**config.mk**
```make
export PLATFORM = sky130hd
export DESIGN_NAME = btn_conditioner
export DESIGN_NICKNAME = d
export VERILOG_FILES = /design/src/rtl/btn_conditioner.sv
export SDC_FILE = /design/constraint.sdc
export NUM_CORES = 1
export LEC_CHECK = 0
export BUFFER_PORTS_ARGS = -buffer_cell sky130_fd_sc_hd__buf_4
export CORE_MARGIN = 5
export CORE_UTILIZATION = 42
export DETAILED_ROUTE_END_ITERATION = 8
export HOLD_SLACK_MARGIN = 0.08
export SKIP_LAST_GASP = 1
export SYNTH_ARGS = -nofsm -noshare
export SYNTH_HDL_FRONTEND = slang
export SYNTH_SLANG_ARGS = --single-unit
```
**constraint.sdc**
```tcl
create_clock -name clk -period 2.85 [get_ports clk]
set_input_delay 0.57 -clock clk [delete_from_list [all_inputs] [get_ports clk]]
set_output_delay 0.57 -clock clk [all_outputs]
set_load 0.03 [all_outputs]
```
**src/rtl/btn_conditioner.sv**
```systemverilog
// Push-button conditioner: per-channel 2-flop synchroniser, debounce FSM and
// single-cycle press/release pulses for the stopwatch start/stop/clear inputs.
module btn_conditioner #(
    parameter int unsigned N_BTN     = 3,
    parameter int unsigned DB_CYCLES = 1000000,
    parameter int unsigned CNT_W     = 20
) (
    input  logic             clk,
    input  logic             rst_n,
    input  logic [N_BTN-1:0] btn_in,
    output logic [N_BTN-1:0] btn_level,
    output logic [N_BTN-1:0] btn_press,
    output logic [N_BTN-1:0] btn_release
);

    typedef enum logic [1:0] {
        StIdle,
        StWaitHi,
        StHigh,
        StWaitLo
    } state_e;

    localparam logic [CNT_W-1:0] CntMax = CNT_W'(DB_CYCLES - 1);
    localparam logic [CNT_W-1:0] CntOne = CNT_W'(1);

    logic [N_BTN-1:0] sync1_q;
    logic [N_BTN-1:0] sync2_q;

    always_ff @(posedge clk) begin
        if (!rst_n) begin
            sync1_q <= '0;
            sync2_q <= '0;
        end else begin
            sync1_q <= btn_in;
            sync2_q <= sync1_q;
        end
    end

    for (genvar i = 0; i < N_BTN; i++) begin : g_chan
        state_e           state_q, state_d;
        logic [CNT_W-1:0] cnt_q, cnt_d;
        logic             level_q, level_d;
        logic             press_q, press_d;
        logic             release_q, release_d;
        logic             s;

        assign s = sync2_q[i];

        always_ff @(posedge clk) begin
            if (!rst_n) begin
                state_q   <= StIdle;
                cnt_q     <= '0;
                level_q   <= 1'b0;
                press_q   <= 1'b0;
                release_q <= 1'b0;
            end else begin
                state_q   <= state_d;
                cnt_q     <= cnt_d;
                level_q   <= level_d;
                press_q   <= press_d;
                release_q <= release_d;
            end
        end

        // Counter is cleared on every state change and saturates at CntMax.
        always_comb begin
            state_d   = state_q;
            cnt_d     = cnt_q;
            level_d   = level_q;
            press_d   = 1'b0;
            release_d = 1'b0;
            unique case (state_q)
                StIdle: begin
                    if (s) begin
                        state_d = StWaitHi;
                        cnt_d   = '0;
                    end
                end
                StWaitHi: begin
                    if (!s) begin
                        state_d = StIdle;
                        cnt_d   = '0;
                    end else if (cnt_q == CntMax) begin
                        state_d = StHigh;
                        cnt_d   = '0;
                        level_d = 1'b1;
                        press_d = 1'b1;
                    end else begin
                        cnt_d = cnt_q + CntOne;
                    end
                end
                StHigh: begin
                    if (!s) begin
                        state_d = StWaitLo;
                        cnt_d   = '0;
                    end
                end
                StWaitLo: begin
                    if (s) begin
                        state_d = StHigh;
                        cnt_d   = '0;
                    end else if (cnt_q == CntMax) begin
                        state_d   = StIdle;
                        cnt_d     = '0;
                        level_d   = 1'b0;
                        release_d = 1'b1;
                    end else begin
                        cnt_d = cnt_q + CntOne;
                    end
                end
            endcase
        end

        assign btn_level[i]   = level_q;
        assign btn_press[i]   = press_q;
        assign btn_release[i] = release_q;
    end

endmodule

```
# Yosys cells after proc, flatten, opt, wreduce, memory -nomap -nowiden
# Cells that the tools add are included.
[totals]
elab_cells = 138
output_inout_bits = 9
reg_bits = 81
[classes]
add_sub_neg = 3
mux = 57
n_bitwise = 4
reduce_logical = 21
n_eq_ne = 36
[op_table]
columns = ["cell", "count"]
rows = [
  ["$mux W20", 15],
  ["$pmux W20 S4", 3],
  ["$add A20 B1 Y20 const B", 3],
  ["$eq A20 B20 Y1 const B", 3],
  ["$mux W2", 18],
  ["$ne A2 B2 Y1 const B", 18],
  ["$pmux W2 S4", 3],
  ["$ne A3 B3 Y1 const B", 6],
  ["$mux W1", 15],
  ["$reduce_and A5 Y1", 3],
  ["$eq A2 B2 Y1 const B", 6],
  ["$reduce_and A4 Y1", 3],
  ["$reduce_and A3 Y1", 3],
  ["$reduce_or A3 Y1", 3],
  ["$eq A2 B1 Y1 const B", 3],
  ["$logic_not A2 Y1", 3],
  ["$pmux W1 S2", 3],
  ["$reduce_and A2 Y1", 3],
  ["$reduce_bool A2 Y1", 3],
  ["$not A1 Y1", 4],
]

# Longest topological paths before layout
[depth]
depth_word = 4
mapped_depth = 8

# Least setup slack after synthesis
# Ideal clock, no wire load.
[synth_timing]
path_type = "reg-to-reg"
start = "register g_chan[2].cnt_q[0]"
end = "register g_chan[2].cnt_q[14]"
setup_ps = 122
setup_slack_ps = 1060
t_arrival_ps = 1669
stages_incl_launch_ff = 7
n_path_buf = 1
path_cell_list = "dfxtp_1 ha_1 nand3_4 nor4_4 a21oi_2 buf_6 a221o_1"
[synth_via]
elab_chain_cells = 4
word_cells_on_any_way = 6
cone_classes = "add/sub (1); eq/ne (1); mux (4)"
[synth_lines]
columns = ["element", "line_no", "text"]
rows = [
  ["start, declared", "41", "logic [CNT_W-1:0] cnt_q, cnt_d;"],
  ["start signal, assigned", "58", "cnt_q <= cnt_d;"],
  ["$add A20 B1 Y20 or $eq A20 B20 Y1 (tied branches)", "--", ""],
  ["$mux W20 (*)", "83, 102", ""],
  ["$mux W20 (on tied branches)", "99, 80", ""],
  ["$pmux W20 S4 (*)", "72", "unique case (state_q)"],
]
# Mark *: on every way between the ends. The rest lies on a longest branch, timed or not.
# A chain may end at the register's enable or synchronous reset.

# Worst setup path in the final report
# Ends and elaborated chain as after synthesis.

==> impl_results.md <==
- Fin. Hold Viols: 0
- Ports: 14
- Hold Crit Endpoint: sync1_q[0]$_SDFF_PN0_
- Hold_buf cts: 0
- H-tree Lvls: 3
- Hold path startpoint: btn_in[0]
- Worst r2r src: g_chan[2].cnt_q[0]$_SDFFE_PN0P_
- Fin nets: 480
- Setup WS pre-CTS: 0.723 ns
- Max Cap Viol: 0
- Worst hold path cell count: 2
- Crit path arrival time: 2.29 ns
- Average wire per standard cell: 13.3 um
- Layout fillers: 953
- CP required: 3.09 ns
- Most frequent cells in the layout: dfxtp_1, nand2_1, nor2_1
- Yosys warns: 0
- CP Max Fanout: 16
- PwrDens: 468 mW/mm^2
- Final setup margin: 0.800 ns
- Worst Setup End Kind: register
- Mapped Avg Cell Area: 8.66 sq um
- Leakage: 0.00159 uW
- Final Skew: 0.0119 ns
- Detailed Routing Iterations Pass 1: 5
- Commonest non-fill, non-tap cell in the layout: dfxtp_1
- Starting Density: 43.2%
- Vias in the first global route: 2,948
- RSZ-0062 raised after global routing: false
- CTS tree: yes
- Routed vias: 3,295
- Setup TNS: 0 ns
- CP top delay family: simple AND/OR/NAND/NOR gates
- CP Class: reg2reg
- Seq/Total Area, Yosys: 40.4%
- Hold/Removal Path Class: in2reg
- Buffer count from post-CTS setup fixing: 0
- Longest Clk Path Bufs: 2
- Post-route ant nets: 0
- Worst R2R Setup Slack: 0.80 ns
- Top post-synthesis cells by area: dfxtp_1, nand2_1, nor2_1, a21oi_1, a31oi_1
- Crit path largest cell delay: 0.42 ns
- Worst path slowest cell: nor4_4
- Pin count of the biggest net entering global routing: 30
- Top FF cell, synth: dfxtp_1
- Pins Over Slew Limit: 0
- Number of cell rows: 35
- Antenna cells: 0
- Vias per cell: 5.44
- Final worst path period need: 2.05 ns
- Reg2reg end: g_chan[2].cnt_q[14]$_SDFFE_PN0P_
- Synth Cell Area: 0.00401 sq mm
- Layout cells sized above 1: 11.1%
- Worst path bufs/invs: 0
- Area Growth Syn to Fin: 9.08%
- First-pass GRT wire length: 13,700 um
- Initial antenna violation count: 0
- Final GP Congestion: 0.840
- DRC: 0
- Reg2Reg Depth: 6
- Post-DP HPWL: 5640 um
- CTS Sinks: 81
- FF+latch count, synth: 81
- Area of the multi-input gates: 0.00221 sq mm
- Crit share post-route: 71.9%
- Clk slew on worst S/H paths: 0.10 ns
- Die X-Extent: 108 um
- Final Setup Violations: 0
- Status: completed
- Worst-path cell chain: ha_1 -> nand3_4 -> nor4_4 -> a21oi_2 -> and3_1 -> a221o_1
- Die area: 0.0116 sq mm
- CP Launch Type: register
- Register area: 0.00162 sq mm
- Syn Inst Count: 463
- Syn Nets: 471
- Core footprint: 0.00928 sq mm
- Clock latency on the worst-skew pair: 0.35 ns
- Worst Max-Slew Pin Slew: 0.676 ns
- Inserted Clock Buffers: 9
- Drt total wl: 8040 um
- GRT overflow: 0
- Synth unique cells: 61
- Asr flop ratio synth: 0%
- EDFF count, synth: 0
- Leading area contributor after synthesis: dfxtp_1
- Global Route Usage Sum: 14.4%
- Post-synth top area share: 40.4%
- Clock Tree Root: clkbuf_8
- Post-cts resize count: 0
- Slew headroom: 54.9%
- Port Buffers: 13
- Worst vdd ir: 0.000294 V
- Fmax: 488 MHz
- Die Ht: 108 um
- DR iter-0 viols: 128
==> stage by stage <==
| stage | util (%) | hold WS, ns | area (sq um) | total power (uW) | std cells |
|---|---|---|---|---|---|
| 5_1_grt | 47.1 | 0.394 | 4370 | 2140 | 606 |
| 3_5_place_dp | 45.0 | 0.421 | 4180 | 1250 | 590 |
| 6_report | 47.1 | 0.413 | 4370 | 2040 | 606 |
| 4_1_cts | 47.1 | 0.396 | 4370 | 2080 | 606 |
| 2_1_floorplan | - | 0.412 | 4010 | 1230 | 463 |
| 3_3_place_gp | 45.0 | 0.414 | 4180 | 1250 | 590 |
==> worst max-delay path by stage <==
stage / slack (ns) / startpoint / cells past startpoint / end
final: 0.80 / g_chan[2].cnt_q[0]$_SDFFE_PN0P_ / 6 / g_chan[2].cnt_q[14]$_SDFFE_PN0P_
after global routing: 0.62 / g_chan[0].cnt_q[0]$_SDFFE_PN0P_ / 6 / g_chan[0].cnt_q[9]$_SDFFE_PN0P_
after CTS: 0.80 / g_chan[2].cnt_q[0]$_SDFFE_PN0P_ / 6 / g_chan[2].cnt_q[14]$_SDFFE_PN0P_
after detailed placement: 0.72 / rst_n / 6 / g_chan[2].cnt_q[5]$_SDFFE_PN0P_
after global placement: 0.81 / rst_n / 6 / g_chan[2].cnt_q[5]$_SDFFE_PN0P_
after floorplan: 1.06 / g_chan[2].cnt_q[0]$_SDFFE_PN0P_ / 6 / g_chan[2].cnt_q[14]$_SDFFE_PN0P_
==> report_power, final <==
part / total [uW] / switching (uW) / internal [uW] / leakage [uW]
Clock: 817 / 474 / 343 / 0.0000970
Combinational: 79.6 / 52.3 / 27.3 / 0.000837
Sequential: 1150 / 7.64 / 1140 / 0.000654
==> Yosys cell counts, drive strengths merged (3+ instances only) <==
library cell,n
a21o,4
a21oi,27
a22o,5
a22oi,4
a31oi,20
a32oi,3
and2,16
and3,15
and4,9
buf,17
clkbuf,4
dfxtp,81
ha,3
inv,10
mux2i,9
nand2,52
nand2b,10
nand3,22
nand4,10
nor2,37
nor2b,6
nor3,13
nor3b,4
nor4,8
o211ai,5
o21ai,20
xnor2,9
xor2,13
==> state kept, by name, summed over array words and instances, names as in the netlist, named ones only <==
| signal | count |
|---|---|
| sync2_q | 3 |
| g_chan.press_q | 3 |
| sync1_q | 3 |
| g_chan.level_q | 3 |
| g_chan.release_q | 3 |
| g_chan.state_q | 3 |
| g_chan.cnt_q | 60 |
==> final cells by class <==
type / count / share of cell area (%)
multi-input combinational: 351 / 50.6
sequential: 81 / 37.1
tap: 129 / 3.69
timing repair buffer: 19 / 3.26
clock buffer: 9 / 2.83
clock inverter: 7 / 1.66
inverter: 10 / 0.858
==> per-layer routing <==
metal | vias up | share of wire, % | track usage [%]
met5 | - | 0 | 0
met4 | 0 | 1.3 | 4.69
met3 | 8 | 3.2 | 3.48
met2 | 46 | 47 | 22.7
met1 | 1548 | 49 | 19.1
li1 | 1693 | - | -
==> cells by family (layout without fill, tap and decap cells) <==
| kind of cell | after synthesis | in the layout | synth area share (%) |
|---|---|---|---|
| flip-flops | 81 | 81 | 40.4 |
| adder cells (fa/ha/maj) | 3 | 3 | 0.936 |
| buffers and inverters | 31 | 45 | 4.34 |
| AND/OR/NAND/NOR | 215 | 215 | 30.5 |
| XOR/XNOR | 22 | 22 | 4.99 |
| AO/OA/AOI/OAI | 102 | 102 | 16.6 |
| multiplexers | 9 | 9 | 2.25 |
==> worst reg2reg max path: stages, from the launching register on <==
cell	delay, ns
dfxtp_1	0.39
ha_1	0.25
nand3_4	0.13
nor4_4	0.42
a21oi_2	0.27
and3_1	0.24
a221o_1	0.25
No activity file was read; power rests on OpenSTA's default activity.
